$ cat config.mk
export PLATFORM = sky130hd
export DESIGN_NAME = serial_frame_receiver
export DESIGN_NICKNAME = d
export VERILOG_FILES = /design/src/rtl/serial_frame_receiver.sv
export SDC_FILE = /design/constraint.sdc
export NUM_CORES = 1
export LEC_CHECK = 0
export BUFFER_PORTS_ARGS = -buffer_cell sky130_fd_sc_hd__buf_2
export CORE_ASPECT_RATIO = 0.7
export CORE_MARGIN = 2
export CORE_UTILIZATION = 45
export DETAILED_ROUTE_END_ITERATION = 8
export GPL_TIMING_DRIVEN = 0
export PLACE_DENSITY = 0.71
export SLEW_MARGIN = 10
export SYNTH_ARGS = -nofsm -noshare
export SYNTH_HDL_FRONTEND = slang
export SYNTH_SLANG_ARGS = --single-unit
$ cat constraint.sdc
create_clock -name CLK -period 2.4 [get_ports CLK]
set_clock_uncertainty 0.1 [all_clocks]
set_input_delay 0.48 -clock CLK [delete_from_list [all_inputs] [get_ports CLK]]
set_output_delay 0.48 -clock CLK [all_outputs]
set_load 0.005 [all_outputs]
$ cat src/rtl/serial_frame_receiver.sv
// serial_frame_receiver
//   Receives a serial bit stream (one bit per enabled CLK, LSB first), hunts for a sync word,
//   confirms frame alignment over several frames, then deserializes the payload words.
//
//   Ports:
//     CLK        in   clock, rising edge
//     RST        in   asynchronous active-high reset
//     Din        in   serial data bit
//     bit_en     in   Din sampled only when 1; 0 freezes all state
//     dout       out  payload word, held until the next payload word
//     dout_valid out  one-cycle pulse per delivered payload word
//     locked     out  1 while frame lock is held
//     sync_err   out  one-cycle pulse on each sync-slot mismatch after the hunt match
//     inverted   out  stream polarity latched at the hunt match
//
//   Build option: define POLARITY_DETECT_EN to also accept the inverted sync word while hunting
//   and to un-invert payload data accordingly. Without it, inverted is tied 0.
module serial_frame_receiver #(
  parameter int unsigned       WIDTH         = 8,
  parameter logic [WIDTH-1:0]  SYNC_WORD     = 8'b01111000,
  parameter int unsigned       PAYLOAD_WORDS = 1,
  parameter int unsigned       LOCK_COUNT    = 3,
  parameter int unsigned       MISS_LIMIT    = 2
) (
  input  logic             CLK,
  input  logic             RST,
  input  logic             Din,
  input  logic             bit_en,
  output logic [WIDTH-1:0] dout,
  output logic             dout_valid,
  output logic             locked,
  output logic             sync_err,
  output logic             inverted
);

  localparam int unsigned BitCntW  = (WIDTH > 1) ? $clog2(WIDTH) : 1;
  localparam int unsigned WordIdxW = (PAYLOAD_WORDS > 0) ? $clog2(PAYLOAD_WORDS + 1) : 1;
  localparam int unsigned MatchW   = (LOCK_COUNT > 1) ? $clog2(LOCK_COUNT + 1) : 1;
  localparam int unsigned MissW    = (MISS_LIMIT > 1) ? $clog2(MISS_LIMIT + 1) : 1;

  typedef enum logic [1:0] {StHunt, StVerify, StLocked} state_e;

  state_e              state_q, state_d;
  logic [WIDTH-1:0]    sr_q, sr_d;
  logic [BitCntW-1:0]  bit_cnt_q, bit_cnt_d;
  logic [WordIdxW-1:0] word_idx_q, word_idx_d;
  logic [MatchW-1:0]   match_cnt_q, match_cnt_d;
  logic [MissW-1:0]    miss_cnt_q, miss_cnt_d;
  logic [WIDTH-1:0]    dout_q, dout_d;
  logic                dout_valid_q, dout_valid_d;
  logic                sync_err_q, sync_err_d;
  logic                inverted_q, inverted_d;

  logic [WIDTH-1:0]    sr_next;
  logic [WIDTH-1:0]    sync_exp;
  logic                hunt_true, hunt_inv, sync_hit, last_bit, word_wrap;

  // State register
  always_ff @(posedge CLK or posedge RST) begin
    if (RST) begin
      state_q      <= StHunt;
      sr_q         <= '0;
      bit_cnt_q    <= '0;
      word_idx_q   <= '0;
      match_cnt_q  <= '0;
      miss_cnt_q   <= '0;
      dout_q       <= '0;
      dout_valid_q <= 1'b0;
      sync_err_q   <= 1'b0;
      inverted_q   <= 1'b0;
    end else begin
      state_q      <= state_d;
      sr_q         <= sr_d;
      bit_cnt_q    <= bit_cnt_d;
      word_idx_q   <= word_idx_d;
      match_cnt_q  <= match_cnt_d;
      miss_cnt_q   <= miss_cnt_d;
      dout_q       <= dout_d;
      dout_valid_q <= dout_valid_d;
      sync_err_q   <= sync_err_d;
      inverted_q   <= inverted_d;
    end
  end

  // Next-state logic
  always_comb begin
    state_d      = state_q;
    sr_d         = sr_q;
    bit_cnt_d    = bit_cnt_q;
    word_idx_d   = word_idx_q;
    match_cnt_d  = match_cnt_q;
    miss_cnt_d   = miss_cnt_q;
    dout_d       = dout_q;
    inverted_d   = inverted_q;
    // Strobes last a single clock even if bit_en drops afterwards
    dout_valid_d = 1'b0;
    sync_err_d   = 1'b0;

    sr_next   = {Din, sr_q[WIDTH-1:1]};
    sync_exp  = SYNC_WORD ^ {WIDTH{inverted_q}};
    hunt_true = (sr_next == SYNC_WORD);
`ifdef POLARITY_DETECT_EN
    hunt_inv  = (sr_next == ~SYNC_WORD);
`else
    hunt_inv  = 1'b0;
`endif
    sync_hit  = (sr_next == sync_exp);
    last_bit  = (bit_cnt_q == BitCntW'(WIDTH - 1));
    word_wrap = (word_idx_q == WordIdxW'(PAYLOAD_WORDS));

    if (bit_en) begin
      sr_d = sr_next;
      unique case (state_q)
        StHunt: begin
          if (hunt_true || hunt_inv) begin
            inverted_d  = hunt_inv;
            bit_cnt_d   = '0;
            // The hunted word was the sync slot; with no payload the next word is sync again
            word_idx_d  = (PAYLOAD_WORDS == 0) ? '0 : WordIdxW'(1);
            match_cnt_d = MatchW'(1);
            miss_cnt_d  = '0;
            state_d     = (LOCK_COUNT == 1) ? StLocked : StVerify;
          end
        end
        StVerify, StLocked: begin
          if (!last_bit) begin
            bit_cnt_d = bit_cnt_q + BitCntW'(1);
          end else begin
            bit_cnt_d  = '0;
            word_idx_d = word_wrap ? '0 : word_idx_q + WordIdxW'(1);
            if (word_idx_q != '0) begin
              // Payload slot: only delivered once locked
              if (state_q == StLocked) begin
                dout_d       = sr_next ^ {WIDTH{inverted_q}};
                dout_valid_d = 1'b1;
              end
            end else if (sync_hit) begin
              if (state_q == StVerify) begin
                if (int'(match_cnt_q) + 1 >= int'(LOCK_COUNT)) begin
                  match_cnt_d = MatchW'(LOCK_COUNT);
                  miss_cnt_d  = '0;
                  state_d     = StLocked;
                end else begin
                  match_cnt_d = match_cnt_q + MatchW'(1);
                end
              end else begin
                miss_cnt_d = '0;
              end
            end else begin
              sync_err_d = 1'b1;
              if ((state_q == StVerify) || (int'(miss_cnt_q) + 1 >= int'(MISS_LIMIT))) begin
                // Drop back to hunting; the current window is not re-examined
                state_d     = StHunt;
                match_cnt_d = '0;
                miss_cnt_d  = '0;
                bit_cnt_d   = '0;
                word_idx_d  = '0;
                inverted_d  = 1'b0;
              end else begin
                miss_cnt_d = miss_cnt_q + MissW'(1);
              end
            end
          end
        end
        default: state_d = StHunt;
      endcase
    end
  end

  // Outputs
  always_comb begin
    locked     = (state_q == StLocked);
    dout       = dout_q;
    dout_valid = dout_valid_q;
    sync_err   = sync_err_q;
    inverted   = inverted_q;
  end

endmodule

After elaboration in Yosys (flattened, before gate mapping)
Index checks and enable logic that the tools add are counted.
- latch bits: 0
- memory bits (writable): 0
- register bits after elaboration: 29
- logic and storage cells: 93
- ROM bits: 0
- memories kept: 0
- output and inout bits: 12
- input bits: 4
- bitwise gates (word level): 2
- divide/modulo/power cells: 0
- add/subtract/negate cells: 6
- equal/unequal tests: 14
- shifts and indexed selects: 0
- $lt $le $gt $ge: 2
- $mul: 0
- multiplexer cells: 48
- reduce and logical (&&, ||, !) cells: 11
- operators with widths (cell ; number):
    2-to-1 mux 2 bit ; 19
    2-to-1 mux 1 bit ; 21
    AND reduction 7 bit ; 3
    one-hot mux 2 bit (2 select lines) ; 3
    != test 2 bit, second input constant ; 5
    != test 3 bit, second input constant ; 3
    == test 8 x 7 -> 1 bit, second input constant ; 1
    == test 8 bit ; 1
    XOR 8 bit ; 1
    adder 2 x 1 -> 3 bit, second input constant ; 2
    greater-or-equal comparator 3 x 2 -> 1 bit, second input constant ; 2
    2-to-1 mux 3 bit ; 2
    one-hot mux 3 bit (2 select lines) ; 1
    AND reduction 6 bit ; 1
    AND reduction 5 bit ; 1
    adder 2 x 1 -> 2 bit, second input constant ; 2
    != test 4 bit, second input constant ; 1
    NOT 4 bit ; 1
    one-hot mux 1 bit (2 select lines) ; 2
    AND reduction 4 bit ; 1
    adder 3 x 1 -> 3 bit, second input constant ; 1
    == test 3 bit, second input constant ; 1
    AND reduction 3 bit ; 1
    == test 2 x 1 -> 1 bit, second input constant ; 1
    6 further kinds ; 6

Depth between registers and ports, before layout
- depth in word-level cells: 8
- gate-level depth with buffers: 7
- gate-level depth less buffers: 7

Least setup slack after synthesis
Ideal clock, no wire load.
- kind: input to register
- start point: input port Din
- end point: register match_cnt_q[0]
- setup slack: 422 ps
- data required time: 2175 ps
- buffers on the path: 1
- data arrival time: 1753 ps
- setup time: 125 ps
- stages on the path: 6
- path through: and4bb_2 -> and2_4 -> buf_6 -> o311ai_4 -> nor2b_2 -> mux2_2
- longest elaborated chain between the ends: 5
- elaborated cells on any way between the ends: 10
- those cells by class: 5 x eq/ne; 4 x mux; 1 x reduce/logical
- RTL lines (what ; line ; RTL):
    from (decl) ; 27 ; input logic Din,
    == test 8 bit ; 107 ; sync_hit = (sr_next == sync_exp);
    2-to-1 mux 2 bit ; 137 ; end else if (sync_hit) begin
    2-to-1 mux 2 bit ; 131 ; if (word_idx_q != '0) begin
    2-to-1 mux 2 bit ; 126 ; if (!last_bit) begin
    one-hot mux 2 bit (2 select lines) ; 113 ; unique case (state_q)
    to (signal assigned) ; 76 ; match_cnt_q <= match_cnt_d;
    to (decl) ; 47 ; logic [MatchW-1:0] match_cnt_q, match_cnt_d;
Parallel ways exist; a longest one is shown, timed or not. The select of a mux whose other input is x is not followed.
A chain may end at the register's enable or synchronous reset.

Worst setup path in the final report
- start point: register state_q[0]
- end point: register match_cnt_q[0]
- longest elaborated chain between the ends: 4
- elaborated cells on any way between the ends: 13
- those cells by class: 7 x eq/ne; 1 x mux; 5 x reduce/logical
- RTL lines (what ; line ; RTL):
    from (decl) ; 43 ; state_e state_q, state_d;
    from (signal assigned) ; 61 ; state_q <= StHunt;
    from (signal assigned) ; 72 ; state_q <= state_d;
    == test 2 bit or == test 2 x 1 -> 1 bit (tied branches) ; 113, 138, 151 ;
    OR reduction 2 bit or logical OR 1 bit (tied branches) ; 113, 151 ;
    != test 3 bit (no line), or another cell as far along ; -- ;
    AND reduction 7 bit (no line) ; -- ;
Parallel ways exist; a longest one is shown, timed or not.

==> summary.txt <==
first-pass GRT wire length -> 3891 microns
DRT iter0 DRCs -> 38
#FFs+latches synth -> 27
status -> finished, final reports clean
total gr overflow -> 0
number of cell rows -> 16
die area -> 3425 sq um
DR vias/cell -> 5.160
fillcell total -> 254
fraction of registers with async set/reset -> 1.000
antenna cells -> 0
Tot GR Track Use -> 0.1420
Crit Reg-Reg Endpoint -> match_cnt_q[0]
pwr/cell area -> 1021 nW/um^2
WP data required -> 2.46 ns
Die Wd -> 69.10 microns
share of layout cells above drive strength 1 -> 0.3917
CP endpoint kind -> flip-flop
fin crit period -> 2.144 ns
syn nets -> 115
Top Ports -> 16
Post-synth EDFFs -> 0
Initial Util -> 0.4763
TritonCTS clock tree -> yes
Leak Pwr -> 0.7247 nW
Placer Congestion -> 0.8807
Max-cap violations -> 0
Synth warnings -> 0
# DRC -> 0
Design Area, Final -> 1496 sq um
Area growth, synth to finish -> 12.09%
highest clock rate -> 466.4 MHz
Core ar. -> 2803 sq um
worst-path fanout max -> 6
Distinct cells, synth -> 32
CP Data Arrival Time -> 2.20 ns
r2r startpoint -> state_q[0]
DIE HEIGHT -> 49.57 microns
mean post-synth cell area -> 12.96 sq um
Clock Latency Late Sink -> 0.27 ns
Slew HR -> 0.3247
CTS Sinks -> 27
# setup viols final -> 0
Yosys top cell area share -> 0.5061
largest net degree at the start of global routing -> 28
unrepaired setup endpoints after global routing -> false
max-slew violation count -> 0
Area contributors post-synth -> dfrtp_1 (51%), mux2_2 (14%), ha_1 (7.5%)
placed inst area -> 1445 sq um
final worst path period share -> 0.8934
flop2flop setup slack -> 0.26 ns
Hold WC Path Type -> in2async
cell taking the most area after synthesis -> dfrtp_1
setup TNS -> 0 ns
post-route ant nets -> 0
CTS H-tree depth -> 1
Mapped Cells -> 103
port bufs -> 13
Detailed Route WL -> 2189 microns
ys flop type -> dfrtp_1
initial antenna violation count -> 0
register area share after synthesis -> 0.5061
Startpoint Class -> flip-flop
kind of critical path -> reg2reg
worst vdd ir -> 0.4154 mV
Syn Std Cell Area -> 1335 sq um
vias in the first global route -> 834
fin nets -> 133
CTS clk-pin slew, worst paths -> 0.09 ns
R2R cell count -> 7
hpwl dp -> 1610 microns
root buffer cell -> clkbuf_8
Max clock buf depth -> 2
final hold viol count -> 0
routed via count -> 805
TritonCTS Buffers -> 3
worst slew pin tran -> 1.012 ns
WL per Instance -> 14.03 microns
1st-pass router iterations -> 4
[area by class of cell]
type,instances,area [sq um],share of cell area
timing repair buffer,13,65.06,0.04348
inverter,8,30.03,0.02007
tap,36,45.04,0.03010
buffer,4,28.78,0.01923
sequential,27,675.6,0.4515
multi-input combinational,64,605.6,0.4047
clock buffer,3,41.29,0.02759
clock inverter,1,5.005,0.003344
[per-layer routing]
| layer | track usage | vias to the layer above | share of wire |
|---|---|---|---|
| li1 | - | 402 | - |
| met1 | 0.2003 | 386 | 0.51 |
| met2 | 0.2147 | 15 | 0.44 |
| met3 | 0.04703 | 2 | 0.039 |
| met4 | 0.02941 | 0 | 0.0069 |
| met5 | 0 | - | 0 |
[Yosys cell counts, types with 2 or more instances]
cell type,n
ha_1,8
inv_1,8
nand2_1,3
nor2_1,2
o21ai_0,3
nand2b_1,2
nor2b_1,3
a41oi_1,3
nand4_1,2
dfrtp_1,27
buf_2,2
a32o_1,2
mux2i_1,2
a21oi_1,2
mux2_2,17
[registers in the layout (all words and copies together) (netlist names)]
name / flops
bit_cnt_q: 3
dout: 8
dout_valid: 1
match_cnt_q: 2
miss_cnt_q: 2
sr_q: 7
state_q: 2
sync_err: 1
word_idx_q: 1
[critical path, cell delays in order (launching register included)]
cell      delay (ns)
dfrtp_1         0.40
inv_1           0.10
ha_1            0.31
nand2b_1        0.20
nor2b_1         0.21
o211ai_1        0.18
nor2b_2         0.18
mux2_2          0.34
[timing repair]
action,CTS,global route
hold buffers,0,0
buffers inserted,0,0
endpoints found under the setup margin,0,1
gates resized for setup,0,1
[logic make-up after synthesis]
family                   synth area share
AO/OA/AOI/OAI                      0.1115
adder cells (fa/ha/maj)           0.07498
buffers and inverters             0.04405
flip-flops                         0.5061
multiplexers                       0.1696
other                            0.002809
AND/OR/NAND/NOR                   0.09090
[power by group]
part	switching, mW	internal, mW
clock	0.136	0.116
combinational	0.328	0.292
sequential	0.0942	0.561
[worst max-delay path by stage]
| stage | end | cells after the start | slack, ns | from |
|---|---|---|---|---|
| floorplan | match_cnt_q[0] | 6 | 0.42 | Din |
| global placement | dout[3] | 6 | 0.23 | state_q[0] |
| detailed placement | dout[5] | 6 | 0.17 | state_q[0] |
| CTS | dout[5] | 6 | 0.13 | state_q[0] |
| global route | miss_cnt_q[0] | 7 | 0.04 | state_q[0] |
| finish | match_cnt_q[0] | 7 | 0.26 | state_q[0] |
[through the flow]
step | hold slack (ns) | total power, mW | setup slack, ns | cells | util
final | 0.3404 | 1.528 | 0.2558 | 156 | 0.5339
after global routing | 0.3829 | 1.648 | 0.04448 | 156 | 0.5339
after CTS | 0.3591 | 1.533 | 0.1349 | 156 | 0.5321
after detailed placement | 0.3929 | 1.279 | 0.1667 | 152 | 0.5156
after global placement | 0.3783 | 1.254 | 0.2320 | 152 | 0.5156
after floorplan | 0.3698 | 1.155 | 0.4219 | 103 | -
[placed cells by master, fill, tap and decap left out, types with 2 or more instances in the layout]
master,netlist,routed
mux2i_1,2,2
dfrtp_1,27,27
nand2b_1,2,2
a32o_1,2,2
nand4_1,2,2
nand2_1,3,3
buf_2,2,15
o21ai_0,3,3
nor2b_1,3,3
inv_1,8,8
a41oi_1,3,3
a21oi_1,2,2
nor2_1,2,2
mux2_2,17,17
clkbuf_8,0,3
ha_1,8,8
Power figures use the tool's default switching activity.
